### config.mk
export PLATFORM = sky130hd
export DESIGN_NAME = multicycle_control_fsm_flat
export DESIGN_NICKNAME = d
export VERILOG_FILES = /design/src/rtl/multicycle_control_fsm_if.sv /design/src/rtl/multicycle_control_fsm.sv /design/src/flat_wrapper.sv
export SDC_FILE = /design/constraint.sdc
export NUM_CORES = 1
export LEC_CHECK = 0
export BUFFER_PORTS_ARGS = -buffer_cell sky130_fd_sc_hd__buf_2
export CAP_MARGIN = 25
export CORE_UTILIZATION = 40
export CTS_CLUSTER_DIAMETER = 120
export CTS_CLUSTER_SIZE = 16
export DETAILED_ROUTE_END_ITERATION = 10
export HOLD_SLACK_MARGIN = 0.06
export PLACE_DENSITY = 0.72
export RECOVER_POWER = 25
export SLEW_MARGIN = 20
export SYNTH_ARGS = -nofsm -noshare
export SYNTH_HDL_FRONTEND = slang
export SYNTH_SLANG_ARGS = --single-unit
### constraint.sdc
create_clock -name CLK -period 1.8 [get_ports CLK]
set_input_delay 0.18 -clock CLK [delete_from_list [all_inputs] [get_ports CLK]]
set_output_delay 0.18 -clock CLK [all_outputs]
set_load 0.005 [all_outputs]
### src/rtl/multicycle_control_fsm_if.sv
// multicycle_control_fsm_if: opcode valid/ready handshake between fetch
// and the multi-cycle control unit.
interface multicycle_control_fsm_if #(
  parameter int OPCODE_W = 7
);
  logic [OPCODE_W-1:0] Opcode;
  logic                InstrValid;
  logic                Ready;

  modport master (
    output Opcode,
    output InstrValid,
    input  Ready
  );

  modport slave (
    input  Opcode,
    input  InstrValid,
    output Ready
  );
endinterface

### src/rtl/multicycle_control_fsm.sv
// multicycle_control_fsm: IDLE/DECODE/EXEC/MEM/WB sequencer for RV32 opcodes.
// Optional retired-instruction counter built when MCF_PERF_CNT_EN is defined.
module multicycle_control_fsm #(
  parameter int OPCODE_W    = 7,
  parameter int MEM_TIMEOUT = 16,
  parameter int TMO_W       = 5,
  parameter int PERF_W      = 32
) (
  input  logic                     CLK,
  input  logic                     Reset_n,
  multicycle_control_fsm_if.slave  instr,
  input  logic                     MemAck,
  output logic                     ALUSrc,
  output logic                     MemtoReg,
  output logic                     RegDst,
  output logic [1:0]               ALUOp,
  output logic                     RegWrite,
  output logic                     MemRead,
  output logic                     MemWrite,
  output logic                     Branch,
  output logic                     Jump,
  output logic                     Done,
  output logic                     IllegalOp,
  output logic                     MemErr,
  output logic [PERF_W-1:0]        InstrCount
);

  typedef enum logic [2:0] {
    S_IDLE,
    S_DECODE,
    S_EXEC,
    S_MEM,
    S_WB
  } state_t;

  typedef enum logic [2:0] {
    K_ALU_R,
    K_ALU_I,
    K_LOAD,
    K_STORE,
    K_BRANCH,
    K_LUI,
    K_JAL,
    K_ILL
  } kind_t;

  typedef struct packed {
    logic       alu_src;
    logic       mem_to_reg;
    logic       reg_dst;
    logic [1:0] alu_op;
  } dec_t;

  localparam logic [OPCODE_W-1:0] OP_R   = OPCODE_W'(7'h33);
  localparam logic [OPCODE_W-1:0] OP_I   = OPCODE_W'(7'h13);
  localparam logic [OPCODE_W-1:0] OP_LD  = OPCODE_W'(7'h03);
  localparam logic [OPCODE_W-1:0] OP_ST  = OPCODE_W'(7'h23);
  localparam logic [OPCODE_W-1:0] OP_BR  = OPCODE_W'(7'h63);
  localparam logic [OPCODE_W-1:0] OP_LUI = OPCODE_W'(7'h37);
  localparam logic [OPCODE_W-1:0] OP_JAL = OPCODE_W'(7'h6F);

  localparam logic [TMO_W-1:0] TMO_LAST = TMO_W'(MEM_TIMEOUT - 1);

  state_t           state;
  kind_t            kind_q;
  logic             ready_q;
  logic [TMO_W-1:0] tmo_q;

  // Full-width compare: any set bit above [6:0] misses every entry.
  function automatic kind_t classify(
    input logic [OPCODE_W-1:0] op
  );
    kind_t k;
    k = K_ILL;
    unique case (1'b1)
      (op == OP_R):   k = K_ALU_R;
      (op == OP_I):   k = K_ALU_I;
      (op == OP_LD):  k = K_LOAD;
      (op == OP_ST):  k = K_STORE;
      (op == OP_BR):  k = K_BRANCH;
      (op == OP_LUI): k = K_LUI;
      (op == OP_JAL): k = K_JAL;
      default:        k = K_ILL;
    endcase
    return k;
  endfunction

  function automatic dec_t decode(input kind_t k);
    dec_t d;
    d = '0;
    unique case (k)
      K_ALU_R: begin
        d.reg_dst = 1'b1;
        d.alu_op  = 2'b10;
      end
      K_ALU_I: begin
        d.alu_src = 1'b1;
        d.alu_op  = 2'b10;
      end
      K_LOAD: begin
        d.alu_src    = 1'b1;
        d.mem_to_reg = 1'b1;
      end
      K_STORE: begin
        d.alu_src = 1'b1;
      end
      K_BRANCH: begin
        d.alu_op = 2'b01;
      end
      K_LUI: begin
        d.alu_src = 1'b1;
        d.alu_op  = 2'b11;
      end
      default: d = '0;
    endcase
    return d;
  endfunction

  assign instr.Ready = ready_q;

  // Sequencer: each output is loaded on the edge that enters the cycle
  // in which it must be visible; pulses fall back to 0 every edge.
  always_ff @(posedge CLK or negedge Reset_n) begin
    if (!Reset_n) begin
      state     <= S_IDLE;
      kind_q    <= K_ILL;
      ready_q   <= 1'b0;
      tmo_q     <= '0;
      ALUSrc    <= 1'b0;
      MemtoReg  <= 1'b0;
      RegDst    <= 1'b0;
      ALUOp     <= 2'b00;
      RegWrite  <= 1'b0;
      MemRead   <= 1'b0;
      MemWrite  <= 1'b0;
      Branch    <= 1'b0;
      Jump      <= 1'b0;
      Done      <= 1'b0;
      IllegalOp <= 1'b0;
      MemErr    <= 1'b0;
    end else begin
      RegWrite  <= 1'b0;
      Branch    <= 1'b0;
      Jump      <= 1'b0;
      Done      <= 1'b0;
      IllegalOp <= 1'b0;
      MemErr    <= 1'b0;
      unique case (state)
        S_IDLE: begin
          if (ready_q && instr.InstrValid) begin
            kind_q    <= classify(instr.Opcode);
            IllegalOp <= (classify(instr.Opcode) == K_ILL);
            ready_q   <= 1'b0;
            state     <= S_DECODE;
          end else begin
            ready_q <= 1'b1;
          end
        end
        S_DECODE: begin
          if (kind_q == K_ILL) begin
            ready_q <= 1'b1;
            state   <= S_IDLE;
          end else begin
            {ALUSrc, MemtoReg, RegDst, ALUOp} <= decode(kind_q);
            Branch <= (kind_q == K_BRANCH);
            Done   <= (kind_q == K_BRANCH);
            Jump   <= (kind_q == K_JAL);
            state  <= S_EXEC;
          end
        end
        S_EXEC: begin
          unique case (kind_q)
            K_BRANCH: begin
              {ALUSrc, MemtoReg, RegDst, ALUOp} <= '0;
              ready_q <= 1'b1;
              state   <= S_IDLE;
            end
            K_LOAD: begin
              MemRead <= 1'b1;
              tmo_q   <= '0;
              state   <= S_MEM;
            end
            K_STORE: begin
              MemWrite <= 1'b1;
              tmo_q    <= '0;
              state    <= S_MEM;
            end
            default: begin
              RegWrite <= 1'b1;
              Done     <= 1'b1;
              state    <= S_WB;
            end
          endcase
        end
        S_MEM: begin
          if (MemAck) begin
            MemRead  <= 1'b0;
            MemWrite <= 1'b0;
            Done     <= 1'b1;
            if (kind_q == K_LOAD) begin
              RegWrite <= 1'b1;
              state    <= S_WB;
            end else begin
              {ALUSrc, MemtoReg, RegDst, ALUOp} <= '0;
              state <= S_IDLE;
            end
          end else if (tmo_q == TMO_LAST) begin
            MemRead  <= 1'b0;
            MemWrite <= 1'b0;
            MemErr   <= 1'b1;
            {ALUSrc, MemtoReg, RegDst, ALUOp} <= '0;
            state <= S_IDLE;
          end else begin
            tmo_q <= tmo_q + TMO_W'(1);
          end
        end
        S_WB: begin
          {ALUSrc, MemtoReg, RegDst, ALUOp} <= '0;
          ready_q <= 1'b1;
          state   <= S_IDLE;
        end
        default: begin
          ready_q <= 1'b0;
          state   <= S_IDLE;
        end
      endcase
    end
  end

`ifdef MCF_PERF_CNT_EN
  logic [PERF_W-1:0] count_q;

  // Retired-instruction counter; bumps the cycle after each Done pulse.
  always_ff @(posedge CLK or negedge Reset_n) begin
    if (!Reset_n) begin
      count_q <= '0;
    end else if (Done) begin
      count_q <= count_q + PERF_W'(1);
    end
  end

  assign InstrCount = count_q;
`else
  assign InstrCount = '0;
`endif

endmodule

### src/flat_wrapper.sv
// flat-port wrapper written by rule: the top's interface ports become plain ports
module multicycle_control_fsm_flat 
#(
  parameter int OPCODE_W    = 7,
  parameter int MEM_TIMEOUT = 16,
  parameter int TMO_W       = 5,
  parameter int PERF_W      = 32
)
  (CLK, Reset_n, MemAck, ALUSrc, MemtoReg, RegDst, ALUOp, RegWrite, MemRead, MemWrite, Branch, Jump, Done, IllegalOp, MemErr, InstrCount, instr_Opcode, instr_InstrValid, instr_Ready);
  multicycle_control_fsm_if #(.OPCODE_W(OPCODE_W)) instr_i ();
  input  logic CLK;
  input  logic Reset_n;
  input  logic MemAck;
  output logic ALUSrc;
  output logic MemtoReg;
  output logic RegDst;
  output logic [1:0] ALUOp;
  output logic RegWrite;
  output logic MemRead;
  output logic MemWrite;
  output logic Branch;
  output logic Jump;
  output logic Done;
  output logic IllegalOp;
  output logic MemErr;
  output logic [PERF_W-1:0] InstrCount;
  input wire logic [$bits(instr_i.Opcode)-1:0] instr_Opcode;
  input wire logic [$bits(instr_i.InstrValid)-1:0] instr_InstrValid;
  output wire logic [$bits(instr_i.Ready)-1:0] instr_Ready;
  assign instr_i.Opcode = instr_Opcode;
  assign instr_i.InstrValid = instr_InstrValid;
  assign instr_Ready = instr_i.Ready;
  multicycle_control_fsm #(.OPCODE_W(OPCODE_W), .MEM_TIMEOUT(MEM_TIMEOUT), .TMO_W(TMO_W), .PERF_W(PERF_W)) u_core (.CLK(CLK), .Reset_n(Reset_n), .instr(instr_i), .MemAck(MemAck), .ALUSrc(ALUSrc), .MemtoReg(MemtoReg), .RegDst(RegDst), .ALUOp(ALUOp), .RegWrite(RegWrite), .MemRead(MemRead), .MemWrite(MemWrite), .Branch(Branch), .Jump(Jump), .Done(Done), .IllegalOp(IllegalOp), .MemErr(MemErr), .InstrCount(InstrCount));
endmodule
======== Yosys cells after proc, flatten, opt, wreduce, memory -nomap -nowiden ========
Cells that the tools add are included.
cells by class
  mux-type cells .......................... 57
  reduce and logical (&&, ||, !) cells .... 16
  equality and inequality tests ........... 31
  bitwise gates (word level) .............. 1
  add/sub/neg operators ................... 1
operators by type and width
  cell                                                                      count
  1-bit 2-to-1 mux                                                          28
  7-bit by 6-bit equality test with 1-bit output (second input constant)    3
  3-bit one-hot mux with 7 select lines                                     1
  3-bit equality test (second input constant)                               6
  3-bit 2-to-1 mux                                                          6
  5-bit 2-to-1 mux                                                          3
  7-bit equality test (second input constant)                               2
  3-bit by 2-bit equality test with 1-bit output (second input constant)    4
  2-bit 2-to-1 mux                                                          6
  1-bit one-hot mux with 4 select lines                                     3
  3-bit one-hot mux with 4 select lines                                     1
  2-bit by 1-bit inequality test with 1-bit output (second input constant)  5
  5-bit one-hot mux with 2 select lines                                     1
  3-bit AND reduction                                                       3
  2-bit inequality test (second input constant)                             4
  2-bit one-hot mux with 4 select lines                                     1
  7-bit by 2-bit equality test with 1-bit output (second input constant)    1
  7-bit by 5-bit equality test with 1-bit output (second input constant)    1
  3-bit by 1-bit equality test with 1-bit output (second input constant)    2
  3-bit logical NOT                                                         2
  1-bit one-hot mux with 2 select lines                                     3
  2-bit one-hot mux with 3 select lines                                     1
  3-bit one-hot mux with 2 select lines                                     1
  5-bit by 1-bit adder with 5-bit output (second input constant)            1
  15 further kinds                                                          17
storage, ports and cells
  output and inout port bits .............. 46
  flip-flop bits (word level) ............. 25
  input bits .............................. 11
  logic and storage cells ................. 122

======== Depth between registers and ports, before layout ========
  word-level depth ........................ 7
  depth in mapped cells ................... 7
  depth with buffers taken out ............ 7

======== Worst setup path after synthesis ========
OpenSTA, ideal clock, no wires.
  path kind ............................... reg-to-reg
  start ................................... reg u_core.tmo_q[0]
  end ..................................... reg u_core.tmo_q[4]
  stages on the path, launching flop included .. 8
  setup time .............................. 0.125 ns
  arrival ................................. 1.823 ns
  path buffers ............................ 0
  path slack .............................. -0.148 ns
  period minus slack after synthesis ...... 1.948 ns
  cells stage by stage .................... dfrtp_1 ha_1 and3_1 ha_1 or3b_4 nor2_4 nor2_2 mux2_4
on the way
  word-level cells in the longest chain between the ends .. 4
  elaborated cells between the ends (all ways) .. 7
  those cells by class .................... add/sub: 1; eq/ne: 2; mux: 3; reduce/logical: 1
ends and longest elaborated chain
  item                                    RTL line                       text
  start, declared                         multicycle_control_fsm.sv:67   logic [TMO_W-1:0] tmo_q;
  start signal, assigned                  multicycle_control_fsm.sv:214  tmo_q <= tmo_q + TMO_W'(1);
  5-bit by 1-bit adder with 5-bit output  multicycle_control_fsm.sv:214
  5-bit 2-to-1 mux                        multicycle_control_fsm.sv:207  end else if (tmo_q == TMO_LAST) begin
  5-bit 2-to-1 mux                        multicycle_control_fsm.sv:196  if (MemAck) begin
  5-bit one-hot mux with 2 select lines   multicycle_control_fsm.sv:148  unique case (state)
Parallel ways exist; a longest one is shown, timed or not. The select of a mux whose other input is x is not followed.
A chain may end at the register's enable or synchronous reset.

======== Final worst setup path ========
Same ends and word-level chain as after synthesis.

==> flow_summary.json <==
{
  "clockRootBuffer": "clkbuf_8",
  "end_kind": "flip-flop",
  "ys_seq_area_frac": 0.389,
  "grt_max_degree": 26,
  "critical_path.top_delay_family": "simple AND/OR/NAND/NOR gates",
  "powerDensity_nw_per_um2": 1010,
  "nNetsFinal": 224,
  "ys.flop_type": "dfrtp_1",
  "start_util": 0.429,
  "drive_gt1_frac": 0.290,
  "hpwlAfterDp_um": 2140,
  "skew_ps": 1.85,
  "io_buffers": 24,
  "crit_path_start_kind": "flip-flop",
  "antenna_found_initial": 0,
  "multi_input_area_um2": 848,
  "crit_chain": "ha_2 > and3_4 > ha_4 > or3b_4 > nor2_4 > nor2_4 > mux2_4",
  "seq_area_um2": 629,
  "slowest_delay_ps": 410,
  "yosysTopAreaCellShare": 0.340,
  "synth_edf_count": 0,
  "synth_cell_types": 53,
  "power_uw": 1870,
  "cts_buffers": 3,
  "cpMostUsedCell": "nor2_4",
  "slowest_stage": "or3b_4",
  "routed_wl_um": 2830,
  "num_antenna_cells": 0,
  "crit_arrival_ps": 2050,
  "timing_worst_setup_path_type": "reg -> reg",
  "period_share": 1.05,
  "grt_pass1_vias": 1075,
  "synth_warnings": 0,
  "final_hold_viol_count": 0,
  "required_ps": 1950,
  "placed_area_um2": 1760,
  "drt-initial-drc-count": 70,
  "synthCells": 173,
  "hold_slack_ps": 142,
  "clkSinkCount": 25,
  "post-route-min-period_ps": 1890,
  "rsz0062_at_grt": "true",
  "final-max-slew-violation-count": 0,
  "dr.pass1.iters": 4,
  "maxCapViolations": 0,
  "outcome": "complete, but fails checks",
  "gp_congestion": 0.864,
  "fin_area_um2": 1860,
  "drc": 0,
  "path_buf_inv": 0,
  "synth_top_cell_by_area": "dfrtp_1",
  "p_leak_uw": 0.000937,
  "grt_pass1_wl_um": 4790,
  "worstMarginPinSlew_ps": 590,
  "vias_per_cell": 4.78,
  "htree_levels": 1,
  "die_w_um": 65.6,
  "peakVddDrop_v": 0.000424,
  "grt-ovfl-total": 0,
  "row_count": 22,
  "die_h_um": 65.6,
  "hp-class": "in -> reg",
  "relSlewSlack": 0.606,
  "die_area_um2": 4300,
  "via_count": 1232,
  "synth_area_per_cell_um2": 9.35,
  "synth_common_cells": "buf_4 (34), dfrtp_1 (22), nand2_1 (16)",
  "grt_use_total": 0.143,
  "ys_ff_latch": 25,
  "core_um2": 3770,
  "violations": "setup timing",
  "antenna_left": 0,
  "tritoncts": "done",
  "yosysMostFrequentCell": "buf_4",
  "crit_fanout": 4,
  "synth_area_um2": 1620,
  "ioPinCount": 57,
  "pre_cts_slack_ps": -138,
  "path_clk_slew_ps": 90,
  "clk_path_buf_depth": 2,
  "fillers": 352,
  "worstSkewPairLatency_ps": 260,
  "fmax_ghz": 0.528,
  "setup_viol": 6,
  "setup_slack_ps": -93.0,
  "syn2layout_area_growth_pct": 14.9,
  "wl_per_cell_um": 11.0,
  "synth.top_cells.by_area": "dfrtp_1 (34%), buf_4 (16%), dfstp_2 (4.9%)",
  "async_reset_ff_frac": 1.00
}
## power breakdown
| part | leakage, uW | switching [uW] | total, uW | internal (uW) |
|---|---|---|---|---|
| Clock | 0.0000228 | 170 | 328 | 158 |
| Combinational | 0.000595 | 356 | 725 | 369 |
| Sequential | 0.000319 | 132 | 821 | 689 |
| Total | 0.000937 | 658 | 1870 | 1220 |
## layout make-up
type	count	area share
repair buffers	41	0.137
inverters	6	0.0121
well taps	48	0.0323
flip-flops and latches	25	0.338
multi-input cells	134	0.456
clock buffers	4	0.0242
## stage by stage
| stage | TNS (ps) | std cells | util |
|---|---|---|---|
| finish | -247 | 258 | 0.493 |
| global route | -951 | 258 | 0.493 |
| CTS | -308 | 257 | 0.488 |
| detailed placement | -780 | 250 | 0.467 |
| global placement | -433 | 250 | 0.467 |
| floorplan | -276 | 204 | - |
## cell usage in the layout, fill, tap and decap left out, types with 2 or more instances in the layout
cell,instances
conb_1,32
buf_2,23
dfrtp_1,22
nand2_1,16
buf_4,15
nor2_1,11
o21ai_0,8
inv_1,6
nor3_1,5
nand2b_1,4
nor2b_1,3
a21oi_1,3
a21boi_0,3
a31oi_1,3
mux2i_1,3
clkbuf_8,3
dfstp_2,3
and3b_1,2
nand3b_1,2
and3_1,2
nor2_4,2
nand3_1,2
xnor2_1,2
## what timing repair did
action                                  in CTS  in global routing
endpoints found under the setup margin      10                 10
hold endpoints to repair                    22                  0
gates resized for setup                      1                  2
hold buffers                                 1                  0
buffers inserted                             2                  1
pin swaps                                    3                  2
## flip-flops by register name, indices dropped and copies added (netlist names)
register            count
u_core.MemErr           1
u_core.RegDst           1
u_core.RegWrite         1
u_core.ALUOp            2
u_core.MemtoReg         1
u_core.tmo_q            5
u_core.ALUSrc           1
u_core.MemWrite         1
u_core.MemRead          1
u_core.kind_q           3
u_core.instr.Ready      1
u_core.Done             1
u_core.Branch           1
u_core.state            3
u_core.Jump             1
u_core.IllegalOp        1
## per-layer routing
metal | GRT usage | part of all wire | wire length, um | vias up
met5 | 0 | 0 | 0 | -
met4 | 0.0462 | 0.0046 | 13 | 0
met3 | 0.0243 | 0.059 | 166 | 2
met2 | 0.240 | 0.51 | 1440 | 42
met1 | 0.185 | 0.43 | 1210 | 582
li1 | - | - | - | 606
## path summary, 6_finish.rpt
path / startpoint / to / slack (ps) / depth (start not counted)
min in group asynchronous: Reset_n / u_core.RegDst$_DFFE_PN0P_ / 450 / 2
max in group asynchronous: Reset_n / u_core.tmo_q[0]$_DFFE_PN0P_ / 970 / 2
hold / removal: MemAck / u_core.MemErr$_DFF_PN0_ / 140 / 2
setup reg to reg: u_core.tmo_q[0]$_DFFE_PN0P_ / u_core.tmo_q[4]$_DFFE_PN0P_ / -90 / 7
hold reg to reg: u_core.MemRead$_DFFE_PN0P_ / u_core.MemRead$_DFFE_PN0P_ / 510 / 2
setup / recovery: u_core.tmo_q[0]$_DFFE_PN0P_ / u_core.tmo_q[4]$_DFFE_PN0P_ / -90 / 7
## logic make-up after synthesis
group / share of synthesized area
AO/OA/AOI/OAI: 0.128
XOR/XNOR: 0.0162
adder cells (fa/ha/maj): 0.0155
buffers and inverters: 0.185
flip-flops: 0.389
multiplexers: 0.0348
other: 0.00232
AND/OR/NAND/NOR: 0.230
(Power assumes the default switching activity.)
